File: src/rtl/cpa_pkg.sv
// Shared definitions for the sequential carry-propagate adder/subtractor.
//   state_e : controller states
//   nslice  : number of SLICE-bit chunks (cycles) per operation
//   cfg_ok  : legal WIDTH/SLICE combination, checked at elaboration by the top
package cpa_pkg;

  typedef enum logic [1:0] {
    IDLE = 2'd0,
    BUSY = 2'd1,
    DONE = 2'd2
  } state_e;

  // Cycles per operation.
  function automatic int unsigned nslice(input int unsigned width,
                                         input int unsigned slice);
    return width / slice;
  endfunction

  // WIDTH must be >= 2, SLICE in [1, WIDTH], and WIDTH an integer multiple of SLICE.
  function automatic bit cfg_ok(input int unsigned width,
                                input int unsigned slice);
    return (width >= 2) && (slice >= 1) && (slice <= width) &&
           ((width % slice) == 0);
  endfunction

endpackage

File: src/rtl/cpa_seq_addsub_if.sv
// Operand/result handshake bundle for cpa_seq_addsub.
//   in_valid/in_ready   : operand handshake (a, b, cin, sub[, acc])
//   out_valid/out_ready : result handshake (sum, cout, ovf)
//   slave modport  : the adder
//   master modport : the operand source / result consumer
// Optional macro CPA_SEQ_ACCUM_EN adds the acc request bit.
interface cpa_seq_addsub_if #(
  parameter int unsigned WIDTH = 16
);

  logic             in_valid;
  logic             in_ready;
  logic [WIDTH-1:0] a;
  logic [WIDTH-1:0] b;
  logic             cin;
  logic             sub;
`ifdef CPA_SEQ_ACCUM_EN
  logic             acc;
`endif
  logic             out_valid;
  logic             out_ready;
  logic [WIDTH-1:0] sum;
  logic             cout;
  logic             ovf;

`ifdef CPA_SEQ_ACCUM_EN
  modport slave (
    input  in_valid, a, b, cin, sub, acc, out_ready,
    output in_ready, out_valid, sum, cout, ovf
  );

  modport master (
    output in_valid, a, b, cin, sub, acc, out_ready,
    input  in_ready, out_valid, sum, cout, ovf
  );
`else
  modport slave (
    input  in_valid, a, b, cin, sub, out_ready,
    output in_ready, out_valid, sum, cout, ovf
  );

  modport master (
    output in_valid, a, b, cin, sub, out_ready,
    input  in_ready, out_valid, sum, cout, ovf
  );
`endif

endinterface

File: src/rtl/cpa_slice.sv
// Combinational SLICE-bit ripple adder built from full-adder cells.
//   x_i, y_i   : slice operands
//   ci_i       : carry into bit 0
//   s_c_o      : slice sum
//   co_c_o     : carry out of the slice MSB
//   c_msb_c_o  : carry into the slice MSB (for overflow detection)
module cpa_slice #(
  parameter int unsigned SLICE = 4
) (
  input  logic [SLICE-1:0] x_i,
  input  logic [SLICE-1:0] y_i,
  input  logic             ci_i,
  output logic [SLICE-1:0] s_c_o,
  output logic             co_c_o,
  output logic             c_msb_c_o
);

  logic [SLICE:0] carry_c;

  assign carry_c[0] = ci_i;

  // Ripple chain of full-adder cells.
  for (genvar i = 0; i < int'(SLICE); i++) begin : g_fa
    assign s_c_o[i]     = x_i[i] ^ y_i[i] ^ carry_c[i];
    assign carry_c[i+1] = (x_i[i] & y_i[i]) | (carry_c[i] & (x_i[i] ^ y_i[i]));
  end

  assign co_c_o    = carry_c[SLICE];
  assign c_msb_c_o = carry_c[SLICE-1];

endmodule

File: src/rtl/cpa_seq_addsub.sv
// Multi-cycle carry-propagate adder/subtractor: one SLICE-bit chunk per clock,
// LSB first, with a registered carry between chunks. A single cpa_slice is
// shared across all chunks.
//   clk   : rising-edge clock
//   rst_n : asynchronous active-low reset
//   bus   : cpa_seq_addsub_if.slave (operand and result handshakes)
// sub=0 computes a+b+cin; sub=1 computes a-b (cin ignored, cout=1 means no borrow).
// Optional macro CPA_SEQ_ACCUM_EN: acc=1 at accept takes operand A from the
// current sum register, giving a running accumulator.
module cpa_seq_addsub
  import cpa_pkg::*;
#(
  parameter int unsigned WIDTH = 16,
  parameter int unsigned SLICE = 4
) (
  input logic                  clk,
  input logic                  rst_n,
  cpa_seq_addsub_if.slave      bus
);

  localparam int unsigned NSLICE = nslice(WIDTH, SLICE);
  localparam int unsigned CNT_W  = (NSLICE > 1) ? $clog2(NSLICE) : 1;
  localparam int unsigned IDX_W  = $clog2(WIDTH);

  // Reject illegal WIDTH/SLICE at elaboration.
  if (!cfg_ok(WIDTH, SLICE)) begin : g_cfg_err
    $error("cpa_seq_addsub: WIDTH must be >= 2 and a multiple of SLICE");
  end

  state_e           state_q,     state_d;
  logic [WIDTH-1:0] a_q,         a_d;
  logic [WIDTH-1:0] b_q,         b_d;
  logic             carry_q,     carry_d;
  logic [CNT_W-1:0] cnt_q,       cnt_d;
  logic [WIDTH-1:0] sum_q,       sum_d;
  logic             cout_q,      cout_d;
  logic             ovf_q,       ovf_d;
  logic             in_ready_q,  in_ready_d;
  logic             out_valid_q, out_valid_d;

  logic [IDX_W-1:0] lo_c;
  logic [SLICE-1:0] slice_s_c;
  logic             slice_co_c;
  logic             slice_cmsb_c;

  // Bit offset of the chunk being processed; SLICE may truncate when
  // SLICE==WIDTH, but then the counter is always zero.
  assign lo_c = IDX_W'(cnt_q) * IDX_W'(SLICE);

  // Shared slice adder.
  cpa_slice #(
    .SLICE (SLICE)
  ) u_slice (
    .x_i       (a_q[lo_c +: SLICE]),
    .y_i       (b_q[lo_c +: SLICE]),
    .ci_i      (carry_q),
    .s_c_o     (slice_s_c),
    .co_c_o    (slice_co_c),
    .c_msb_c_o (slice_cmsb_c)
  );

  // Next-state and datapath update.
  always_comb begin
    state_d     = state_q;
    a_d         = a_q;
    b_d         = b_q;
    carry_d     = carry_q;
    cnt_d       = cnt_q;
    sum_d       = sum_q;
    cout_d      = cout_q;
    ovf_d       = ovf_q;
    in_ready_d  = in_ready_q;
    out_valid_d = out_valid_q;

    unique case (state_q)
      IDLE: begin
        if (bus.in_valid && in_ready_q) begin
`ifdef CPA_SEQ_ACCUM_EN
          a_d = bus.acc ? sum_q : bus.a;
`else
          a_d = bus.a;
`endif
          // Subtraction as a + ~b + 1.
          b_d        = bus.sub ? ~bus.b : bus.b;
          carry_d    = bus.sub ? 1'b1 : bus.cin;
          cnt_d      = '0;
          in_ready_d = 1'b0;
          state_d    = BUSY;
        end
      end

      BUSY: begin
        sum_d[lo_c +: SLICE] = slice_s_c;
        carry_d              = slice_co_c;
        cnt_d                = cnt_q + CNT_W'(1);
        if (cnt_q == CNT_W'(NSLICE - 1)) begin
          cout_d      = slice_co_c;
          ovf_d       = slice_cmsb_c ^ slice_co_c;
          cnt_d       = '0;
          out_valid_d = 1'b1;
          state_d     = DONE;
        end
      end

      DONE: begin
        // Result is released here; new operands wait for IDLE.
        if (bus.out_ready) begin
          out_valid_d = 1'b0;
          in_ready_d  = 1'b1;
          state_d     = IDLE;
        end
      end

      default: begin
        out_valid_d = 1'b0;
        in_ready_d  = 1'b1;
        state_d     = IDLE;
      end
    endcase
  end

  // State and datapath registers.
  always_ff @(posedge clk or negedge rst_n) begin
    if (!rst_n) begin
      state_q     <= IDLE;
      a_q         <= '0;
      b_q         <= '0;
      carry_q     <= 1'b0;
      cnt_q       <= '0;
      sum_q       <= '0;
      cout_q      <= 1'b0;
      ovf_q       <= 1'b0;
      in_ready_q  <= 1'b1;
      out_valid_q <= 1'b0;
    end else begin
      state_q     <= state_d;
      a_q         <= a_d;
      b_q         <= b_d;
      carry_q     <= carry_d;
      cnt_q       <= cnt_d;
      sum_q       <= sum_d;
      cout_q      <= cout_d;
      ovf_q       <= ovf_d;
      in_ready_q  <= in_ready_d;
      out_valid_q <= out_valid_d;
    end
  end

  assign bus.in_ready  = in_ready_q;
  assign bus.out_valid = out_valid_q;
  assign bus.sum       = sum_q;
  assign bus.cout      = cout_q;
  assign bus.ovf       = ovf_q;

endmodule

File: src/flat_wrapper.sv
// flat-port wrapper written by rule: the top's interface ports become plain ports
module cpa_seq_addsub_flat import cpa_pkg::*;
#(
  parameter int unsigned WIDTH = 16,
  parameter int unsigned SLICE = 4
)
  (clk, rst_n, bus_in_valid, bus_a, bus_b, bus_cin, bus_sub, bus_out_ready, bus_in_ready, bus_out_valid, bus_sum, bus_cout, bus_ovf);
  cpa_seq_addsub_if #(.WIDTH(WIDTH)) bus_i ();
  input logic clk;
  input logic rst_n;
  input wire logic [$bits(bus_i.in_valid)-1:0] bus_in_valid;
  input wire logic [$bits(bus_i.a)-1:0] bus_a;
  input wire logic [$bits(bus_i.b)-1:0] bus_b;
  input wire logic [$bits(bus_i.cin)-1:0] bus_cin;
  input wire logic [$bits(bus_i.sub)-1:0] bus_sub;
  input wire logic [$bits(bus_i.out_ready)-1:0] bus_out_ready;
  output wire logic [$bits(bus_i.in_ready)-1:0] bus_in_ready;
  output wire logic [$bits(bus_i.out_valid)-1:0] bus_out_valid;
  output wire logic [$bits(bus_i.sum)-1:0] bus_sum;
  output wire logic [$bits(bus_i.cout)-1:0] bus_cout;
  output wire logic [$bits(bus_i.ovf)-1:0] bus_ovf;
  assign bus_i.in_valid = bus_in_valid;
  assign bus_i.a = bus_a;
  assign bus_i.b = bus_b;
  assign bus_i.cin = bus_cin;
  assign bus_i.sub = bus_sub;
  assign bus_i.out_ready = bus_out_ready;
  assign bus_in_ready = bus_i.in_ready;
  assign bus_out_valid = bus_i.out_valid;
  assign bus_sum = bus_i.sum;
  assign bus_cout = bus_i.cout;
  assign bus_ovf = bus_i.ovf;
  cpa_seq_addsub #(.WIDTH(WIDTH), .SLICE(SLICE)) u_core (.clk(clk), .rst_n(rst_n), .bus(bus_i));
endmodule
File: config.mk
export PLATFORM = sky130hd
export DESIGN_NAME = cpa_seq_addsub_flat
export DESIGN_NICKNAME = d
export VERILOG_FILES = /design/src/rtl/cpa_pkg.sv /design/src/rtl/cpa_seq_addsub_if.sv /design/src/rtl/cpa_slice.sv /design/src/rtl/cpa_seq_addsub.sv /design/src/flat_wrapper.sv
export SDC_FILE = /design/constraint.sdc
export NUM_CORES = 1
export LEC_CHECK = 0
export CELL_PAD_IN_SITES_DETAIL_PLACEMENT = 0
export CELL_PAD_IN_SITES_GLOBAL_PLACEMENT = 2
export CORE_UTILIZATION = 25
export DETAILED_ROUTE_END_ITERATION = 6
export PLACE_DENSITY_LB_ADDON = 0.1
export RECOVER_POWER = 50
export SLEW_MARGIN = 20
export SYNTH_ARGS = -nofsm -noshare
export SYNTH_HDL_FRONTEND = slang
export SYNTH_SLANG_ARGS = --single-unit
File: constraint.sdc
create_clock -name clk -period 3.3 [get_ports clk]
set_input_delay 0.99 -clock clk [delete_from_list [all_inputs] [get_ports clk]]
set_output_delay 0.99 -clock clk [all_outputs]
set_load 0.02 [all_outputs]
==> summary.txt, run 1 <==
CTS
  • Clk buf depth: 2
  • Clock Pin Slew Worst Setup and Hold Paths: 0.06 ns
  • Quantity of gates resized following cts: 0
  • TritonCTS Sinks: 57
  • H-tree depth: 3
  • Clk root buf: clkbuf_8
  • Setup Fix Bufs, Post-CTS: 0
  • Inserted Clock Buffers: 9
  • Clock Latency Late Sink: 0.33 ns
  • CTS tree: built
  • # hold bufs at CTS: 0

Global routing
  • Most used routing layer in global routing: met2
  • Met3 Usage GRT: 4.36%
  • Vias in the first global route: 2178
  • Met1 Use GR: 16.8%
  • Initial antenna violation count: 0
  • Grt ovf: 0
  • Gr usage total: 12.9%
  • Pin count of the biggest net entering global routing: 51
  • Met2 Usage GRT: 20.7%
  • First-pass GRT wire length: 11300 um

Critical path
  • End of the critical path: u_core.bus.sum[11]
  • Worst r2r src: u_core.cnt_q[0]
  • Element type at the critical path start: flop
  • Critical path class: reg -> reg
  • Flop2flop setup slack: 0.39 ns
  • Slowest CP cell: mux4_2
  • CP max FO: 6
  • Crit path required time: 3.52 ns
  • Largest stage delay on the critical path: 0.57 ns
  • Crit. End Element: flop
  • Arr. time, crit path: 3.13 ns
  • Cell count along the critical path: 8
  • Crit path buf inv count: 2
  • CP delay by family, top: adder cells
  • Most common cell on crit path: fa_1
  • Reg2reg end: u_core.bus.sum[11]
  • Worst-path cell chain: mux4_2 > fa_1 > inv_1 > fa_1 > fa_1 > inv_1 > fa_1 > a22o_1
  • Crit path from: u_core.cnt_q[0]
  • R2R cell count: 8

Finish
  • Share of cells above drive strength 1: 11.5%
  • Area growth syn-to-layout: 32.9%
  • Commonest non-fill, non-tap cell in the layout: nand2_1
  • Most frequent cells in the layout: 77 x nand2_1, 56 x dfrtp_1, 55 x clkdlybuf4s50_1, 23 x o21ai_0, 16 x xnor2_1
  • # diodes: 0
  • # nets final: 364

Synth
  • Syn Nets: 305
  • Largest family of logic cells by synthesized area: simple AND/OR/NAND/NOR gates
  • Post-Synth XOR/XNOR Area: 5.35%
  • Post-Synth Adder-Cell Area: 5.57%
  • Sequential area share after synthesis: 51.3%
  • Compound-Gate Fraction of Synth Area: 8.81%
  • YS warnings: 0
  • Cell taking the most area after synthesis: dfrtp_1
  • Yosys top cell area share: 50.3%
  • Post-synthesis area per instance: 10.8 um^2
  • Seq cells post-synth: 57
  • Synth top area cells: dfrtp_1 50%, nand2_1 10%, mux4_2 5.7%
  • Simple-Gate Fraction of Synth Area: 18.4%
  • Post-Synthesis Cells: 257
  • Distinct cells, synth: 38
  • Mapped cell area: 2780 um^2
  • Post-synthesis mux area share: 7.01%

Run status
  • Status: complete, but fails checks
  • Failing checks: max-capacitance violations, max-slew violations

STA
  • Slew Limit Fails: 30
  • RSZ-0062 raised after global routing: no
  • Final worst-path cycle share: 88.1%
  • FMAX: 344 MHz
  • Post-route setup TNS: 0 ns
  • Clock skew: 0.0121 ns
  • Finish-stage setup viols: 0
  • Crit path time final: 2.91 ns
  • Final Hold Violating Endpoints: 0
  • Final hold slack: 0.470 ns
  • Max_slew headroom: -2.52%
  • Tightest Pin Transition: 1.54 ns

Floorplan
  • Die X: 108 um
  • Die height: 108 um
  • Die Area: 11600 um^2
  • Core Region: 10800 um^2
  • I/O Pins: 58
  • # rows: 38
  • Starting Density: 25.7%

Route
  • Routed Antenna Nets: 0
  • Post-route DRC: 0
  • Post-Route WL: 6480 um
  • Via density: 4.34
  • Initial DRC count: 43
  • 1st-pass router iterations: 6
  • Routed vias: 2002
  • Routed length per instance: 14.1 um

Placement
  • Gpl congestion: 0.697
  • Detailed Place HPWL: 4740 um
  • # port buffers: 57

Pwr
  • Pwr/cell area: 894 nW/um^2
  • Leak: 1.69 nW
  • Max VDD drop: 0.248 mV

Job
  • Max-Cap Viols: 1

Worst hold path
  • Min-delay worst type: reg -> reg
==> state kept, by name (all words and copies together) (netlist names) <==
signal / count
u_core.a_q: 16
u_core.b_q: 16
u_core.bus.sum: 16
u_core.cnt_q: 2
u_core.state_q: 2
u_core.bus.cout: 1
u_core.bus.in_ready: 1
u_core.bus.out_valid: 1
u_core.bus.ovf: 1
u_core.carry_q: 1
==> synthesized netlist by cell type (all sizes together) <==
library cell,n
dfrtp,56
and4bb,1
mux2,1
dfstp,1
nor2b,1
buf,7
fa,4
o31ai,2
nor3,2
nand3b,5
a22o,8
a211oi,1
nand3,1
nand4bb,1
or4b,3
nor2,4
inv,8
a21oi,2
xnor2,16
nor4,1
or4,1
nand2,77
clkbuf,7
or2b,1
ha,6
nor4b,3
xor2,1
nand2b,1
mux4,8
o21ai,27
==> worst register-to-register path, delay by kind of cell (launching register included) <==
kind / cells / cell delay, ns
fa+ha+maj: 4 / 1.32
mux: 1 / 0.57
flops: 1 / 0.55
compound gates: 1 / 0.22
buf+inv: 2 / 0.13
==> layout make-up <==
cell class	count	area, um^2
inverters	8	30.0
clock buffers	14	173
flip-flops and latches	57	1430
clock inverters	2	35.0
fillers	1153	7140
well taps	140	175
multi-input cells	178	1260
repair buffers	62	597
==> routing by layer <==
| layer | vias to the layer above | part of all wire [%] |
|---|---|---|
| li1 | 987 | - |
| met1 | 966 | 47 |
| met2 | 45 | 48 |
| met3 | 4 | 4.5 |
| met4 | 0 | 0.62 |
| met5 | - | 0 |
==> cell families after synthesis <==
group	Yosys count
AOI/OAI and AO/OA	40
xor gates and xnor gates	17
adders and majority gates	10
buffers and inverters	22
DFF	57
muxes	9
and+or+nand+nor	102
==> metrics by stage <==
step           setup WS, ns  instances  power, mW  area [um^2]  util (%)
2_1_floorplan         0.324        257       2.10         2780         -
3_3_place_gp          0.458        445       2.67         3510      32.4
3_5_place_dp          0.390        445       2.68         3510      32.4
4_1_cts               0.383        461       3.38         3720      34.3
5_1_grt               0.224        461       3.59         3700      34.1
6_report              0.392        461       3.31         3700      34.1
==> worst min-delay path by stage <==
stage,endpoint,slack [ns],cells past startpoint,from
after floorplan,u_core.a_q[6],0.44,2,u_core.a_q[6]
after global placement,u_core.a_q[2],0.46,2,u_core.a_q[2]
after detailed placement,u_core.a_q[2],0.46,2,u_core.a_q[2]
after CTS,u_core.a_q[2],0.48,2,u_core.a_q[2]
after global routing,u_core.a_q[2],0.49,2,u_core.a_q[2]
final,u_core.a_q[2],0.47,2,u_core.a_q[2]
==> report_power, final <==
part           switching, mW  total, mW  leakage, nW  internal (mW)
Sequential             0.207       1.18        0.734          0.975
Clock                  0.273      0.683        0.107          0.410
Combinational          0.771       1.44        0.846          0.671
(Power assumes the default switching activity.)
==> run 2: changes to the inputs <==
CTS_CLUSTER_DIAMETER = 50   (was unset)
==> results of run 2 <==
Same layout as run 1: the final DEF is identical, and so are final timing and power.
==> run 3: changes to the inputs <==
CORE_ASPECT_RATIO = 0.7   (was unset)
==> run 3 against run 2 <==
The run now ends clean. Clock power increased by 19%. First-iteration DRC count increased by 98%. Sequential power about the same. Combinational power about the same. Sequential cell count unchanged. Critical endpoint is now u_core.bus.sum[3]. Maximum frequency increased by 2.5%. Die area about the same. Register-to-register slack improved by 0.07 ns. Critical path depth unchanged. Worst hold slack got worse by 0.0022 ns. Utilization increased by 1.5 points.
==> summary.txt, run 3 (synthesized netlist as in run 1, its figures left out) <==
Global routing
  • Initial antenna violation count: 0 (unchanged)
  • Most used routing layer in global routing: met1
  • Grt ovf: 0 (unchanged)
  • First-pass GRT wire length: 11300 um (+0.19%)
  • Met2 Usage GRT: 17.7% (-3.0 points)
  • Met1 Use GR: 19.5% (+2.7 points)
  • Gr usage total: 13.3% (+0.36 points)
  • Met3 Usage GRT: 5.09% (+0.74 points)
  • Pin count of the biggest net entering global routing: 51 (unchanged)
  • Vias in the first global route: 2041 (-6.3%)

Floorplan
  • # rows: 31 (-18%)
  • Starting Density: 26.3% (+0.61 points)
  • Die Area: 11600 um^2 (about the same)
  • I/O Pins: 58 (unchanged)
  • Die height: 90.3 um (-16%)
  • Die X: 128 um (+19%)
  • Core Region: 10600 um^2 (-2.3%)

STA
  • RSZ-0062 raised after global routing: no
  • Tightest Pin Transition: 1.47 ns (-0.0710 ns)
  • Slew Limit Fails: 0 (-100%)
  • Final Hold Violating Endpoints: 0 (unchanged)
  • Crit path time final: 2.84 ns (-0.0709 ns)
  • Final WS setup: 0.463 ns (+0.0709 ns)
  • Finish-stage setup viols: 0 (unchanged)
  • Final worst-path cycle share: 86.0% (-2.1 points)
  • Max_slew headroom: 2.21% (+4.7 points)
  • FMAX: 352 MHz (+2.5%)
  • Clock skew: 0.00511 ns (-0.00701 ns)
  • Post-route setup TNS: 0 ns (unchanged)

Pwr
  • Leak: 1.71 nW (+1.6%)
  • Pwr/cell area: 920 nW/um^2 (+2.8%)
  • Max VDD drop: 0.500 mV (+100%)
  • Tot Pwr: 3.46 mW (+4.7%)

Route
  • Routed Antenna Nets: 0 (unchanged)
  • Initial DRC count: 85 (+98%)
  • Via density: 4.27 (-1.7%)
  • Routed vias: 2011 (+0.45%)
  • Post-Route WL: 6860 um (+5.8%)
  • 1st-pass router iterations: 5 (-1)
  • Post-route DRC: 0 (unchanged)
  • Routed length per instance: 14.6 um (+3.5%)

CTS
  • Inserted Clock Buffers: 9 (unchanged)
  • Quantity of gates resized following cts: 0 (unchanged)
  • Clk root buf: clkbuf_16
  • Clock Latency Late Sink: 0.33 ns (about the same)
  • Setup Fix Bufs, Post-CTS: 0 (unchanged)
  • # hold bufs at CTS: 0 (unchanged)
  • H-tree depth: 3 (unchanged)
  • CTS tree: built
  • Clock Pin Slew Worst Setup and Hold Paths: 0.05 ns (about the same)
  • TritonCTS Sinks: 57 (unchanged)
  • Clk buf depth: 2 (unchanged)

Worst hold path
  • Critical hold path startpoint: u_core.a_q[11]
  • Hold EP: u_core.a_q[11]
  • Hold path depth: 2 (unchanged)
  • Min-delay worst type: reg -> reg

Finish
  • # diodes: 0 (unchanged)
  • Area growth syn-to-layout: 35.3%
  • Cell area after layout: 3770 um^2 (+1.9%)
  • Most frequent cells in the layout: 77 x nand2_1, 56 x dfrtp_1, 54 x clkdlybuf4s50_1, 23 x o21ai_0, 16 x xnor2_1
  • Share of cells above drive strength 1: 10.8% (-0.69 points)
  • Commonest non-fill, non-tap cell in the layout: nand2_1
  • # nets final: 366 (+0.55%)

Placement
  • Gpl congestion: 0.692 (-0.82%)
  • # port buffers: 57 (unchanged)
  • Detailed Place HPWL: 4950 um (+4.3%)
  • Placed Area: 3520 um^2 (+0.36%)
  • Pre-CTS WS: 0.475 ns (+0.0857 ns)

Critical path
  • Reg2reg end: u_core.bus.sum[3]
  • Element type at the critical path start: flop
  • Critical path class: reg -> reg
  • Crit path required time: 3.51 ns (about the same)
  • Flop2flop setup slack: 0.46 ns (+0.07 ns)
  • R2R cell count: 8 (unchanged)
  • Arr. time, crit path: 3.05 ns (-0.08 ns)
  • Crit. End Element: flop
  • Worst r2r src: u_core.cnt_q[0]
  • CP max FO: 10 (+4)

Run status
  • Status: finished, final reports clean

Job
  • Max-Cap Viols: 0 (-1)
==> run 3: critical path: stages (launching register included) <==
cell and delay (ns):
dfrtp_1 0.43, buf_4 0.21, mux4_2 0.34, inv_1 0.06, fa_1 0.46, fa_1 0.41, inv_1 0.09, fa_1 0.49
a22o_1 0.24
==> run 3: how the worst max path moves through the flow <==
stage	to	slack, ns	cells after the start	start
global placement	u_core.bus.sum[15]	0.51	8	u_core.cnt_q[0]
finish	u_core.bus.sum[3]	0.46	8	u_core.cnt_q[0]
global route	u_core.cnt_q[1]	0.34	2	rst_n
detailed placement	u_core.bus.sum[3]	0.48	8	u_core.cnt_q[0]
CTS	u_core.bus.sum[3]	0.45	8	u_core.cnt_q[0]
floorplan	u_core.bus.sum[7]	0.32	9	u_core.cnt_q[0]
==> run 3: final cells by class <==
| class | count | area, um^2 |
|---|---|---|
| Multi-Input combinational cell | 178 | 1260 |
| Sequential cell | 57 | 1430 |
| Inverter | 8 | 30.0 |
| Clock inverter | 4 | 20.0 |
| Clock buffer | 12 | 236 |
| Fill cell | 1068 | 6820 |
| Timing Repair Buffer | 64 | 607 |
| Tap cell | 148 | 185 |
==> run 3: power breakdown <==
group	internal, mW	leakage, nW	switching [mW]
Clock	0.502	0.130	0.309
Sequential	0.978	0.734	0.210
Combinational	0.680	0.850	0.786
==> run 3: layer usage <==
layer	vias up	part of all wire (%)
met5	-	0
met4	0	1.3
met3	9	4.8
met2	48	42
met1	957	52
li1	997	-
==> run 3: stage by stage <==
| step | hold slack, ns | cells | util (%) |
|---|---|---|---|
| finish | 0.468 | 471 | 35.6 |
| global route | 0.483 | 471 | 35.6 |
| CTS | 0.473 | 471 | 35.7 |
| detailed placement | 0.460 | 455 | 33.3 |
| global placement | 0.460 | 455 | 33.3 |
| floorplan | 0.437 | 257 | - |
